`config.mk`:
```
export PLATFORM = sky130hd
export DESIGN_NAME = dpram_stream_reader_flat
export DESIGN_NICKNAME = d
export VERILOG_FILES = /design/src/rtl/dpram_stream_reader_if.sv /design/src/rtl/dpram_stream_reader.sv /design/src/flat_wrapper.sv
export SDC_FILE = /design/constraint.sdc
export NUM_CORES = 1
export LEC_CHECK = 0
export CAP_MARGIN = 30
export CORE_ASPECT_RATIO = 1.25
export CORE_UTILIZATION = 48
export CTS_CLUSTER_DIAMETER = 50
export DETAILED_ROUTE_END_ITERATION = 10
export PLACE_DENSITY_LB_ADDON = 0.15
export SYNTH_ARGS = -nofsm -noshare
export SYNTH_HDL_FRONTEND = slang
export SYNTH_SLANG_ARGS = --single-unit
```
`constraint.sdc`:
```
create_clock -name sys_clk -period 2.9 [get_ports sys_clk]
set_clock_uncertainty 0.05 [all_clocks]
set_input_delay 0.435 -clock sys_clk [delete_from_list [all_inputs] [get_ports sys_clk]]
set_output_delay 0.435 -clock sys_clk [all_outputs]
set_load 0.05 [all_outputs]
```
`src/rtl/dpram_stream_reader_if.sv`:
```
// Stream interface for the DPRAM reader's output.
// Signals:
//   m_data  - beat payload
//   m_valid - beat present on m_data
//   m_last  - final beat of the current transfer
//   m_ready - downstream accepts the beat this cycle
// Modports: master (source side, used by the reader), slave (sink side).
interface dpram_stream_reader_if #(
    parameter int DATA_WIDTH = 32
);
    logic [DATA_WIDTH-1:0] m_data;
    logic                  m_valid;
    logic                  m_last;
    logic                  m_ready;

    modport master (
        output m_data,
        output m_valid,
        output m_last,
        input  m_ready
    );

    modport slave (
        input  m_data,
        input  m_valid,
        input  m_last,
        output m_ready
    );
endinterface

```
`src/rtl/dpram_stream_reader.sv`:
```
// Read master for one port of a dual-port RAM with a registered read
// (1-cycle latency, no enable). Reads a contiguous window that wraps at
// the top of the address space and presents the words as a valid/ready
// stream with a last-beat marker.
// Ports:
//   sys_clk, sys_rst_n   - clock (also clocks the RAM port), async active-low reset
//   start, base_addr,    - transfer request; accepted only while idle
//   length
//   busy, done           - transfer in progress / one-cycle completion pulse
//   ram_addr, ram_we,    - RAM port (write enable tied low)
//   ram_dout
//   m                    - output stream (master modport)
module dpram_stream_reader #(
    parameter int ADDR_WIDTH = 12,
    parameter int DATA_WIDTH = 32,
    parameter int LEN_WIDTH  = 13
) (
    input  logic                  sys_clk,
    input  logic                  sys_rst_n,
    input  logic                  start,
    input  logic [ADDR_WIDTH-1:0] base_addr,
    input  logic [LEN_WIDTH-1:0]  length,
    output logic                  busy,
    output logic                  done,
    output logic [ADDR_WIDTH-1:0] ram_addr,
    output logic                  ram_we,
    input  logic [DATA_WIDTH-1:0] ram_dout,
    dpram_stream_reader_if.master m
);

    typedef enum logic [1:0] {
        IDLE  = 2'd0,
        READ  = 2'd1,
        DRAIN = 2'd2
    } state_t;

    state_t                state, state_n;
    logic [ADDR_WIDTH-1:0] rd_addr;
    logic [ADDR_WIDTH-1:0] ram_addr_q;
    logic [LEN_WIDTH-1:0]  rd_remaining;
    logic [LEN_WIDTH-1:0]  tx_remaining;
    logic                  rd_pending;

    // Two-entry output buffer; buf0 is the oldest stored word.
    logic [DATA_WIDTH-1:0] buf0, buf1, buf0_n, buf1_n;
    logic [1:0]            occ, occ_n;

    logic                  accept;
    logic                  accept_zero;
    logic                  issue;
    logic                  head_valid;
    logic [DATA_WIDTH-1:0] head_data;
    logic                  pop;
    logic                  last_pop;
    logic                  cap_store;

    assign accept      = (state == IDLE) && start && (length != '0);
    assign accept_zero = (state == IDLE) && start && (length == '0);

    // Credit rule: stored words plus the read in flight never exceed the
    // buffer depth, so a capture always has a free slot.
    assign issue = (state == READ) && (rd_remaining != '0) &&
                   ((occ + {1'b0, rd_pending}) < 2'd2);

    // When the buffer is empty, the word arriving from the RAM is the head.
    // This bypass is what lets the first beat appear two cycles after start.
    assign head_valid = (occ != 2'd0) || rd_pending;
    assign head_data  = (occ != 2'd0) ? buf0 : ram_dout;
    assign pop        = head_valid && m.m_ready;
    assign last_pop   = pop && (tx_remaining == LEN_WIDTH'(1));

    assign m.m_valid = head_valid;
    assign m.m_data  = head_valid ? head_data : '0;
    assign m.m_last  = head_valid && (tx_remaining == LEN_WIDTH'(1));

    // Address is presented combinationally on issue and held otherwise.
    assign ram_addr = issue ? rd_addr : ram_addr_q;
    assign ram_we   = 1'b0;

    // Next state.
    always_comb begin
        state_n = state;
        case (state)
            IDLE:    if (accept) state_n = READ;
            READ:    if (issue && (rd_remaining == LEN_WIDTH'(1))) state_n = DRAIN;
            DRAIN:   if (last_pop) state_n = IDLE;
            default: state_n = IDLE;
        endcase
    end

    // Buffer update: remove the popped head, then append the captured word
    // unless it was consumed straight through the bypass.
    always_comb begin
        buf0_n    = buf0;
        buf1_n    = buf1;
        occ_n     = occ;
        cap_store = rd_pending && !(pop && (occ == 2'd0));
        if (pop && (occ != 2'd0)) begin
            buf0_n = buf1;
            occ_n  = occ - 2'd1;
        end
        if (cap_store) begin
            if (occ_n == 2'd0) buf0_n = ram_dout;
            else               buf1_n = ram_dout;
            occ_n = occ_n + 2'd1;
        end
    end

    always_ff @(posedge sys_clk or negedge sys_rst_n) begin
        if (!sys_rst_n) begin
            state        <= IDLE;
            rd_addr      <= '0;
            ram_addr_q   <= '0;
            rd_remaining <= '0;
            tx_remaining <= '0;
            rd_pending   <= 1'b0;
            buf0         <= '0;
            buf1         <= '0;
            occ          <= 2'd0;
            busy         <= 1'b0;
            done         <= 1'b0;
        end else begin
            state      <= state_n;
            ram_addr_q <= ram_addr;
            rd_pending <= issue;
            buf0       <= buf0_n;
            buf1       <= buf1_n;
            occ        <= occ_n;
            done       <= accept_zero || last_pop;

            if (accept) begin
                rd_addr      <= base_addr;
                rd_remaining <= length;
            end else if (issue) begin
                rd_addr      <= rd_addr + ADDR_WIDTH'(1);
                rd_remaining <= rd_remaining - LEN_WIDTH'(1);
            end

            if (accept)   tx_remaining <= length;
            else if (pop) tx_remaining <= tx_remaining - LEN_WIDTH'(1);

            if (accept)        busy <= 1'b1;
            else if (last_pop) busy <= 1'b0;
        end
    end

endmodule

```
`src/flat_wrapper.sv`:
```
// flat-port wrapper written by rule: the top's interface ports become plain ports
module dpram_stream_reader_flat 
#(
    parameter int ADDR_WIDTH = 12,
    parameter int DATA_WIDTH = 32,
    parameter int LEN_WIDTH  = 13
)
  (sys_clk, sys_rst_n, start, base_addr, length, busy, done, ram_addr, ram_we, ram_dout, m_m_data, m_m_valid, m_m_last, m_m_ready);
  dpram_stream_reader_if #(.DATA_WIDTH(DATA_WIDTH)) m_i ();
  input  logic sys_clk;
  input  logic sys_rst_n;
  input  logic start;
  input  logic [ADDR_WIDTH-1:0] base_addr;
  input  logic [LEN_WIDTH-1:0] length;
  output logic busy;
  output logic done;
  output logic [ADDR_WIDTH-1:0] ram_addr;
  output logic ram_we;
  input  logic [DATA_WIDTH-1:0] ram_dout;
  output wire logic [$bits(m_i.m_data)-1:0] m_m_data;
  output wire logic [$bits(m_i.m_valid)-1:0] m_m_valid;
  output wire logic [$bits(m_i.m_last)-1:0] m_m_last;
  input wire logic [$bits(m_i.m_ready)-1:0] m_m_ready;
  assign m_m_data = m_i.m_data;
  assign m_m_valid = m_i.m_valid;
  assign m_m_last = m_i.m_last;
  assign m_i.m_ready = m_m_ready;
  dpram_stream_reader #(.ADDR_WIDTH(ADDR_WIDTH), .DATA_WIDTH(DATA_WIDTH), .LEN_WIDTH(LEN_WIDTH)) u_core (.sys_clk(sys_clk), .sys_rst_n(sys_rst_n), .start(start), .base_addr(base_addr), .length(length), .busy(busy), .done(done), .ram_addr(ram_addr), .ram_we(ram_we), .ram_dout(ram_dout), .m(m_i));
endmodule
```
==> metrics.md, run 1 <==
| Metric | Value |
|---|---|
| Status | `finished, final reports clean` |
| Critical path endpoint category | `output port` |
| FP Rows | `between 40 and 50` |
| Clock buffer depth | `2` |
| Cells after Synth | `approximately 660` |
| Async SR Flop Fraction | `100%` |
| Worst R2R Path Depth | `10` |
| Clk_lat worst skew | `approximately 0.41 ns` |
| Die height | `around 130 µm` |
| Synthesized net count | `a little over 700` |
| Sequential share of the synthesized area | `between 50% and 60%` |
| Post-DP HPWL | `9860 µm` |
| CTS tree | `done` |
| Hold WC Path Type | `in2async` |
| DRT Wirelength | `approximately 15000 µm` |
| Minimum clock period | `around 2.8 ns` |
| Required time of the worst setup path | `about 2.4 ns` |
| Port Buffers | `108` |
| Critical Path Start Type | `register` |
| Worst-path maximum fanout | `5` |
| Via-to-Cell Ratio | `approximately 5.5` |
| FMAX | `0.360 GHz` |
| Max-cap violations | `0` |
| # hold bufs at CTS | `0` |
| First-pass GRT wire length | `about 24000 µm` |
| Clk root buf | `clkbuf_16` |
| Pin count of the biggest net entering global routing | `~120` |
| Drt pass-1 iters | `5` |
| Remaining antenna violation count | `0` |
| Placed insts | `901` |
| RR Startpoint | `u_core.occ[0]` |
| Synth unique cells | `between 40 and 50` |
| Initial antenna violation count | `0` |
| EDFF count, synth | `0` |
| Worst Max-Slew Pin Slew | `0.658 ns` |
| Yosys warns | `0` |
| Die ar. | `around 0.013 mm²` |
| Final hold vios | `0` |
| Max_slew headroom | `between 50 and 60%` |
| Total track usage | `23.9%` |
| Synth-to-layout area growth | `36.9%` |
| Clock buffer count from CTS | `17` |
| Leak | `3.42 nW` |
| TritonCTS Sinks | `between 100 and 150` |
| CTS clk-pin slew, worst paths | `approximately 0.050 ns` |
| # IOs | `110` |
| Avg Inst Size Synth | `approximately 9.2 µm²` |
| Worst vdd ir | `approximately 0.00065 V` |
| Reg2Reg Capture Point | `u_core.buf0[18]` |
| CP arrival | `roughly 2.3 ns` |
| H-tree Lvls | `4` |
| Via count | `5151` |
| Unrepaired setup endpoints after global routing | `false` |
| Max Slew Vio Count | `0` |
| #FFs+latches synth | `121` |
| Die width | `about 100 µm` |
| Initial Util | `about 50%` |
| Initial DRC Count | `188` |
| Core area | `0.0122 mm²` |
| Reg2Reg Setup Slack | `between 0.6 and 0.7 ns` |
| Final TNS setup | `0 ns` |
| Placer Congestion | `~0.86` |
| Non-Filler Instances | `933` |
| Fraction of the cycle the final worst path needs | `95.7%` |
| Final #Nets | `825` |
| Critical path class | `reg2out` |
| Vias in the first global route | `5110` |
| Power density over cell area | `1310 mW/mm²` |
| Top_reg_cell synth | `dfrtp_1` |
| DR DRC count | `0` |
| WL/cell | `15.7 µm` |
| Setup Viol. Count Final | `0` |
| Share of cells above drive strength 1 | `around a fifth` |
| Grt total ovfl | `0` |
| Post-synthesis instance area | `0.00605 mm²` |
| N_diodes | `0` |
layout make-up:
type                       count  area (µm²)
multi-input combinational    452        2740
timing repair buffer         123        1560
inverter                      42         163
tap                          164         205
sequential                   121        3030
fill                         951        3930
clock buffer                  23         498
clock inverter                 8        92.6
worst max-delay path, cell delays in order (launching register included):
cell and delay [ns]:
dfrtp_1 0.40, or3_4 0.42, or4_4 0.52, nor3_2 0.29
buf_4 0.25
worst max-delay path by stage:
stage,slack (ns),to,cells after the start,start
floorplan,0.12,m_m_data[21],6,u_core.occ[0]
global placement,0.34,ram_addr[9],8,u_core.rd_remaining[0]
detailed placement,0.29,ram_addr[9],8,u_core.rd_remaining[0]
CTS,0.04,ram_addr[9],8,u_core.rd_remaining[0]
global route,0.03,ram_addr[10],8,u_core.rd_remaining[0]
finish,0.12,m_m_last,4,u_core.tx_remaining[5]
state kept, by name (all words and copies together), names as in the netlist:
| name | cells |
|---|---|
| u_core.buf0 | 32 |
| u_core.buf1 | 32 |
| u_core.busy | 1 |
| u_core.done | 1 |
| u_core.occ | 2 |
| u_core.ram_addr_q | 12 |
| u_core.rd_addr | 12 |
| u_core.rd_pending | 1 |
| u_core.rd_remaining | 13 |
| u_core.state | 2 |
| u_core.tx_remaining | 13 |
synth_stat cells, types with 2 or more instances:
cell type	n	area, µm²
buf_2	2	10.0
a21oi_1	43	215
o211ai_1	6	45.0
nor2_1	53	199
o311ai_0	2	17.5
inv_1	41	154
ha_1	7	87.6
nor4_1	6	37.5
or4_4	2	22.5
nand2b_1	2	12.5
a31oi_1	2	12.5
dfrtp_1	121	3030
mux2_2	44	495
a221o_1	3	30.0
clkbuf_1	32	120
nand3_1	44	220
o21ai_0	88	440
nor3_1	9	45.0
and2_1	3	18.8
mux2i_1	3	30.0
and3_1	6	37.5
buf_1	6	22.5
xor2_1	13	114
nand2_1	71	267
xnor2_1	12	105
nand4_1	12	75.1
nor3b_1	3	22.5
buf_4	2	15.0
power breakdown:
part / switching (W) / leakage, nW / total (W) / internal, W
logic: 0.00328 / 1.66 / 0.00573 / 0.00245
registers: 0.000529 / 1.46 / 0.00305 / 0.00252
clock network: 0.000700 / 0.295 / 0.00206 / 0.00136
metal layers:
layer  vias to the layer above  global-route usage, %  part of all wire (%)
met3                        26                   4.54                   3.8
met5                         -                      0                     0
met1                      2533                   29.3                    41
met2                       132                   40.7                    53
met4                         0                   9.92                   2.1
li1                       2460                      -                     -
placed cells by master, fill, tap and decap left out, types with 2 or more instances in the layout:
master and n:
inv_1 41, mux2i_1 3, dfrtp_1 120, nand2b_1 2
nand3_1 44, and2_1 3, clkbuf_16 17, nor2_1 51
nor3_2 2, bufinv_16 2, a21oi_1 43, mux2_2 44
a221o_1 3, nor2_4 2, o211ai_1 6, nor4_1 6
xnor2_1 12, buf_4 23, clkdlybuf4s50_1 61, nand4_1 12
o311ai_0 2, nor3_1 8, and3_1 5, or4_4 2
clkbuf_8 5, buf_12 39, nand2_1 70, a31oi_1 2
nor3b_1 2, xor2_1 13, o21ai_0 87, ha_1 6
clkinv_2 5
logic make-up (layout without fill, tap and decap cells):
kind of cell / after synthesis / count (layout) / share of synthesized area, %
AND/OR/NAND/NOR: 220 / 220 / 17.1
XOR/XNOR: 25 / 25 / 3.62
flip-flops: 121 / 121 / 50.0
adder cells (fa/ha/maj): 7 / 7 / 1.45
other: 1 / 1 / 0.0619
buffers and inverters: 85 / 196 / 5.46
AO/OA/AOI/OAI: 152 / 152 / 13.6
multiplexers: 47 / 47 / 8.68
through the flow:
| step | total power (W) | hold slack, ns | setup WS (ns) | cell area [µm²] | utilization (%) |
|---|---|---|---|---|---|
| after floorplan | 0.00648 | 0.0894 | 0.123 | 6060 | - |
| after global placement | 0.00854 | 0.428 | 0.342 | 7670 | 62.8 |
| after detailed placement | 0.00875 | 0.426 | 0.294 | 7670 | 62.8 |
| after CTS | 0.0109 | 0.112 | 0.0388 | 8270 | 67.7 |
| after global routing | 0.0115 | 0.132 | 0.0308 | 8290 | 67.9 |
| final | 0.0108 | 0.0527 | 0.124 | 8290 | 67.9 |
what timing repair did:
action                                  CTS  global route
gates resized for setup                   2             5
endpoints found under the setup margin   11            12
buffers inserted                          0             1
No activity file was read; power rests on OpenSTA's default activity.
==> run 2: changes to the inputs <==
CORE_UTILIZATION = 57   (was 48)
clock period = 3.55 ns   (was 2.9 ns; I/O delays follow)
==> metrics.md, run 2 (synthesized netlist as in run 1, its figures left out) <==
| Metric | Value |
|---|---|
| TritonCTS Sinks | `121 (unchanged)` |
| Crit path max-delay family | `simple AND/OR/NAND/NOR gates` |
| Clk_lat worst skew | `0.41 ns (about the same)` |
| Vias in the first global route | `4954 (-3.1%)` |
| Worst Max-Slew Pin Slew | `0.706 ns (+0.0487 ns)` |
| Die height | `117 µm (-8.1%)` |
| Initial DRC Count | `333 (+77%)` |
| Worst vdd ir | `0.000583 V (-10%)` |
| Required time of the worst setup path | `2.97 ns (+0.56 ns)` |
| Initial antenna violation count | `0 (unchanged)` |
| Clk root buf | `clkbuf_16` |
| # hold bufs at CTS | `0 (unchanged)` |
| Port Buffers | `108 (unchanged)` |
| Hold WC Path Type | `in2async` |
| Leak | `3.27 nW (-4.5%)` |
| WL/cell | `15.8 µm (+0.30%)` |
| Power density over cell area | `1060 mW/mm² (-19%)` |
| Setup Viol. Count Final | `0 (unchanged)` |
| DR DRC count | `0 (unchanged)` |
| Pin count of the biggest net entering global routing | `69 (-43%)` |
| Critical path endpoint category | `output port` |
| Final hold vios | `0 (unchanged)` |
| Max Slew Vio Count | `0 (unchanged)` |
| Clock buffer count from CTS | `17 (unchanged)` |
| Drt pass-1 iters | `7 (+2)` |
| N_diodes | `0 (unchanged)` |
| DRT Wirelength | `14200 µm (-3.4%)` |
| Max_slew headroom | `52.7% (-3.5 points)` |
| Post-DP Area | `0.00726 mm² (-5.3%)` |
| Minimum clock period | `3.42 ns` |
| Initial Util | `59.3% (+9.8 points)` |
| Resize count post-CTS | `0 (-2)` |
| First-pass GRT wire length | `23200 µm (-4.0%)` |
| Most common cell after layout, fill and taps aside | `dfrtp_1` |
| Clock buffer depth | `2 (unchanged)` |
| Critical Path Start Type | `register` |
| Largest registers | `u_core.buf0: 32 flops, u_core.buf1: 32 flops` |
| Core area | `0.0102 mm² (-16%)` |
| Final #Nets | `825 (unchanged)` |
| Post-DP HPWL | `9450 µm (-4.1%)` |
| Most frequent cells in the layout | `121 x dfrtp_1, 89 x clkdlybuf4s50_1, 88 x o21ai_0, 71 x nand2_1, 51 x nor2_1` |
| Unrepaired setup endpoints after global routing | `false` |
| Remaining antenna violation count | `0 (unchanged)` |
| # IOs | `110 (unchanged)` |
| Synth-to-layout area growth | `30.4%` |
| CTS tree | `done` |
| Grt total ovfl | `0 (unchanged)` |
| Post-Route Utilization | `77.3% (+9.4 points)` |
| Fraction of the cycle the final worst path needs | `a little over nine tenths` |
| Die width | `94.2 µm (-8.1%)` |
| Design area | `0.00789 mm² (-4.8%)` |
| Pre-CTS setup slack | `0.547 ns (+0.253 ns)` |
| Worst setup margin | `0.126 ns (+0.00187 ns)` |
| Via count | `5173 (+0.43%)` |
| Total track usage | `27.2% (+3.4 points)` |
| FMAX | `0.292 GHz` |
| Crit-path cells | `or3_4 -> or4_4 -> nor3_1 -> clkdlybuf4s50_1` |
| CP bufs+invs | `1 (unchanged)` |
| Max-cap violations | `0 (unchanged)` |
| Status | `finished, final reports clean` |
| CP arrival | `2.84 ns (+0.55 ns)` |
| CP max stage delay | `0.85 ns (+0.33 ns)` |
| Placer Congestion | `0.882 (+2.9%)` |
| CTS clk-pin slew, worst paths | `0.05 ns (about the same)` |
| Via-to-Cell Ratio | `5.75 (+4.2%)` |
| Final TNS setup | `0 ns (unchanged)` |
| Slowest CP cell | `clkdlybuf4s50_1` |
| Worst-path maximum fanout | `5 (unchanged)` |
| Total setup buffers inserted after CTS | `0 (unchanged)` |
| Die ar. | `0.0110 mm² (-16%)` |
| FP Rows | `41 (-8.9%)` |
| H-tree Lvls | `4 (unchanged)` |
| Total power | `0.00837 W (-23%)` |
| Critical path class | `reg2out` |
| Share of cells above drive strength 1 | `15.7% (-4.4 points)` |
## run 2: cell types whose count changed in the layout (fill, tap and decap cells not counted), sizes merged
cell	change
buf	-28
clkbuf	+1
clkinvlp	-1
clkinv	-1
bufinv	+2
clkdlybuf4s50	+28
## run 2: final cells by class
class | count | area, µm²
fill | 716 | 2320
tap | 129 | 161
multi-input combinational | 452 | 2720
inverter | 42 | 158
clock inverter | 8 | 140
timing repair buffer | 123 | 1200
clock buffer | 24 | 492
sequential | 121 | 3030
## run 2: final timing paths
check	from	slack, ns	depth (start not counted)	to
worst max-delay path	u_core.tx_remaining[5]	0.13	4	m_m_last
worst min-delay path	sys_rst_n	0.12	1	u_core.buf0[10]
worst max register to register	u_core.occ[0]	0.78	9	u_core.buf1[1]
worst min register to register	u_core.busy	0.43	2	u_core.busy
max in group asynchronous	sys_rst_n	2.53	2	u_core.buf1[29]
min in group sys_clk	u_core.busy	0.43	2	u_core.busy
## run 2: worst register-to-register path, cell delays in order (launching register included)
cell     delay (ns)
dfrtp_1        0.44
inv_1          0.09
ha_2           0.17
buf_4          0.47
nor2_4         0.12
xnor2_1        0.16
ha_1           0.24
nor2_4         0.10
buf_4          0.40
mux2_2         0.41
## run 2: power by group
part / switching, W / leakage, nW / total (W) / internal, W
Combinational: 0.00255 / 1.49 / 0.00407 / 0.00152
Clock: 0.000584 / 0.314 / 0.00183 / 0.00124
Sequential: 0.000413 / 1.46 / 0.00247 / 0.00206
Total: 0.00355 / 3.27 / 0.00837 / 0.00482
## run 2: per-stage QoR
step / instances / hold WS [ns]
final: 899 / 0.117
after global routing: 899 / 0.166
after CTS: 899 / 0.146
after detailed placement: 867 / 0.430
after global placement: 867 / 0.415
after floorplan: 658 / 0.187
## run 2: per-layer routing
metal  part of all wire [%]  vias up  GRT usage (%)
met5                      0        -              0
met4                    1.9        0           10.2
met3                    4.8       30           6.14
met2                     53      167           47.1
met1                     40     2520           33.3
li1                       -     2456              -
==> run 3: changes to the inputs <==
--- a/config.mk
+++ b/config.mk
@@ -9,3 +9,4 @@
 export CORE_ASPECT_RATIO = 1.25
-export CORE_UTILIZATION = 57
+export CORE_UTILIZATION = 59
+export CTS_BUF_LIST = sky130_fd_sc_hd__clkbuf_2 sky130_fd_sc_hd__clkbuf_4 sky130_fd_sc_hd__clkbuf_8
 export CTS_CLUSTER_DIAMETER = 50
@@ -13,2 +14,3 @@
 export PLACE_DENSITY_LB_ADDON = 0.15
+export SETUP_SLACK_MARGIN = 0.02
 export SYNTH_ARGS = -nofsm -noshare
==> constraint.sdc (replaced) <==
create_clock -name sys_clk -period 3.55 [get_ports sys_clk]
set_clock_uncertainty 0.05 [all_clocks]
set_input_delay 0.71 -clock sys_clk [delete_from_list [all_inputs] [get_ports sys_clk]]
set_output_delay 0.71 -clock sys_clk [all_outputs]
set_load 0.05 [all_outputs]
==> metrics.md, run 3 (synthesized netlist as in run 1, its figures left out) <==
| Metric | Value |
|---|---|
| Final hold vios | `0 (unchanged)` |
| Largest registers | `u_core.buf0: 32 flops, u_core.buf1: 32 flops` |
| GR Util met3 | `4.83% (-1.3 points)` |
| Placer Congestion | `0.908 (+2.9%)` |
| H-tree Lvls | `4 (unchanged)` |
| Total setup buffers inserted after CTS | `0 (unchanged)` |
| Worst setup margin | `0.180 ns (+0.0542 ns)` |
| Critical path endpoint category | `output port` |
| Resize count post-CTS | `0 (unchanged)` |
| Power density over cell area | `1030 mW/mm² (-2.5%)` |
| Pin count of the biggest net entering global routing | `93 (+35%)` |
| Leak | `3.24 nW (-0.85%)` |
| Setup Viol. Count Final | `0 (unchanged)` |
| Pre-CTS setup slack | `0.515 ns (-0.0329 ns)` |
| Worst-path maximum fanout | `47 (+42)` |
| Final #Nets | `823 (-0.24%)` |
| FP Rows | `41 (unchanged)` |
| FMAX | `0.297 GHz (+1.6%)` |
| N_diodes | `0 (unchanged)` |
| Total track usage | `27.5% (+0.28 points)` |
| Critical path class | `reg2out` |
| Die ar. | `0.0107 mm² (-3.3%)` |
| Port Buffers | `108 (unchanged)` |
| GR Util met1 | `32.9% (-0.35 points)` |
| Synth-to-layout area growth | `28.3%` |
| Design area | `0.00777 mm² (-1.6%)` |
| Area occupied by multi-input gates | `0.00272 mm² (+0.18%)` |
| Clock buffer count from CTS | `17 (unchanged)` |
| # hold bufs at CTS | `0 (unchanged)` |
| Remaining antenna violation count | `0 (unchanged)` |
| Via-to-Cell Ratio | `5.75 (about the same)` |
| CTS clk-pin slew, worst paths | `0.07 ns (+0.02 ns)` |
| Die width | `92.6 µm (-1.7%)` |
| TritonCTS Sinks | `121 (unchanged)` |
| Via count | `5151 (-0.43%)` |
| Die height | `115 µm (-1.7%)` |
| Status | `finished, final reports clean` |
| Initial DRC Count | `352 (+5.7%)` |
| Most frequent cells in the layout | `121 x dfrtp_1, 88 x o21ai_0, 85 x clkdlybuf4s50_1, 71 x nand2_1, 51 x nor2_1` |
| Share of cells above drive strength 1 | `16.0% (+0.32 points)` |
| Fraction of the cycle the final worst path needs | `94.9% (-1.5 points)` |
| Max_slew headroom | `37.9% (-15 points)` |
| FF/Latch Area | `0.00303 mm² (unchanged)` |
| Hold WC Path Type | `in2async` |
| DRT Wirelength | `14000 µm (-0.83%)` |
| GRT met2 Usage | `47.7% (+0.65 points)` |
| Max-cap violations | `0 (unchanged)` |
| First-pass GRT wire length | `22900 µm (-1.4%)` |
| CTS tree | `done` |
| Post-DP HPWL | `9330 µm (-1.3%)` |
| Busiest metal layer after global routing | `met2` |
| CP arrival | `2.61 ns (-0.23 ns)` |
| Clk_lat worst skew | `0.42 ns (about the same)` |
| Initial Util | `60.2% (+0.91 points)` |
| Worst Max-Slew Pin Slew | `0.927 ns (+0.221 ns)` |
| Minimum clock period | `3.37 ns (-0.0542 ns)` |
| Drt pass-1 iters | `5 (-2)` |
| Grt total ovfl | `0 (unchanged)` |
| Required time of the worst setup path | `2.79 ns (-0.18 ns)` |
| DR DRC count | `0 (unchanged)` |
| Post-DP Area | `0.00728 mm² (+0.28%)` |
| Vias in the first global route | `4933 (-0.42%)` |
| Final TNS setup | `0 ns (unchanged)` |
| Core area | `0.0101 mm² (-1.5%)` |
| Worst vdd ir | `0.000623 V (+6.9%)` |
| Clk root buf | `clkbuf_8` |
| Clock buffer depth | `2 (unchanged)` |
| WL/cell | `15.7 µm (-0.49%)` |
| # IOs | `110 (unchanged)` |
| Initial antenna violation count | `0 (unchanged)` |
| Most common cell after layout, fill and taps aside | `dfrtp_1` |
| Max Slew Vio Count | `0 (unchanged)` |
| Critical Path Start Type | `register` |
| # fillers | `718 (+0.28%)` |
| Unrepaired setup endpoints after global routing | `false` |
## run 3: cell count changes in the layout (fill, tap and decap cells not counted), sizes merged
| cell | previous run | this run |
|---|---|---|
| clkinvlp | 0 | 1 |
| clkinv | 4 | 1 |
| bufinv | 4 | 5 |
| dlymetal6s2s | 0 | 3 |
| clkdlybuf4s50 | 89 | 85 |
| buf | 34 | 33 |
## run 3: worst paths after layout
kind                                        start                    to  slack [ns]  cells past startpoint
min reg2reg                  u_core.ram_addr_q[4]  u_core.ram_addr_q[4]        0.45                      1
min                                     sys_rst_n        u_core.buf0[7]        0.16                      1
min in group sys_clk         u_core.ram_addr_q[4]  u_core.ram_addr_q[4]        0.45                      1
max reg2reg                u_core.rd_remaining[0]     u_core.rd_addr[8]        1.20                      8
max in group asynchronous               sys_rst_n       u_core.buf0[17]        2.49                      2
max                                 u_core.occ[0]          m_m_data[20]        0.18                      6
## run 3: worst max-delay path, stage by stage (launching register included)
cell             delay [ns]
dfrtp_1                0.44
inv_1                  0.09
ha_2                   0.39
buf_12                 0.25
nand3_1                0.08
o21ai_0                0.09
clkdlybuf4s50_1        0.83
## run 3: where the power goes
part	switching, W	internal [W]	total, W
clock network	0.000515	0.000931	0.00145
registers	0.000417	0.00205	0.00247
logic	0.00256	0.00156	0.00412
total	0.00349	0.00455	0.00803
## run 3: per-layer routing
| metal | vias up | part of all wire [%] | routed length (µm) |
|---|---|---|---|
| li1 | 2453 | - | - |
| met1 | 2512 | 40 | 5680 |
| met2 | 162 | 53 | 7430 |
| met3 | 24 | 4.6 | 648 |
| met4 | 0 | 2.1 | 292 |
| met5 | - | 0 | 0 |
## run 3: cell type report
cell class	instances	share of cell area (%)
clock inverter	7	2.09
clock buffer	24	4.01
multi-input combinational	452	35.1
timing repair buffer	121	15.8
sequential	121	39.0
tap	129	2.08
inverter	42	2.03
## run 3: through the flow
step                utilization, %  hold WS (ns)  instances  total power, W
floorplan                        -         0.364        658         0.00529
global placement              72.4         0.408        865         0.00641
detailed placement            72.4         0.436        865         0.00658
CTS                           77.1         0.144        896         0.00806
global route                  77.3         0.164        896         0.00851
finish                        77.3         0.158        896         0.00803
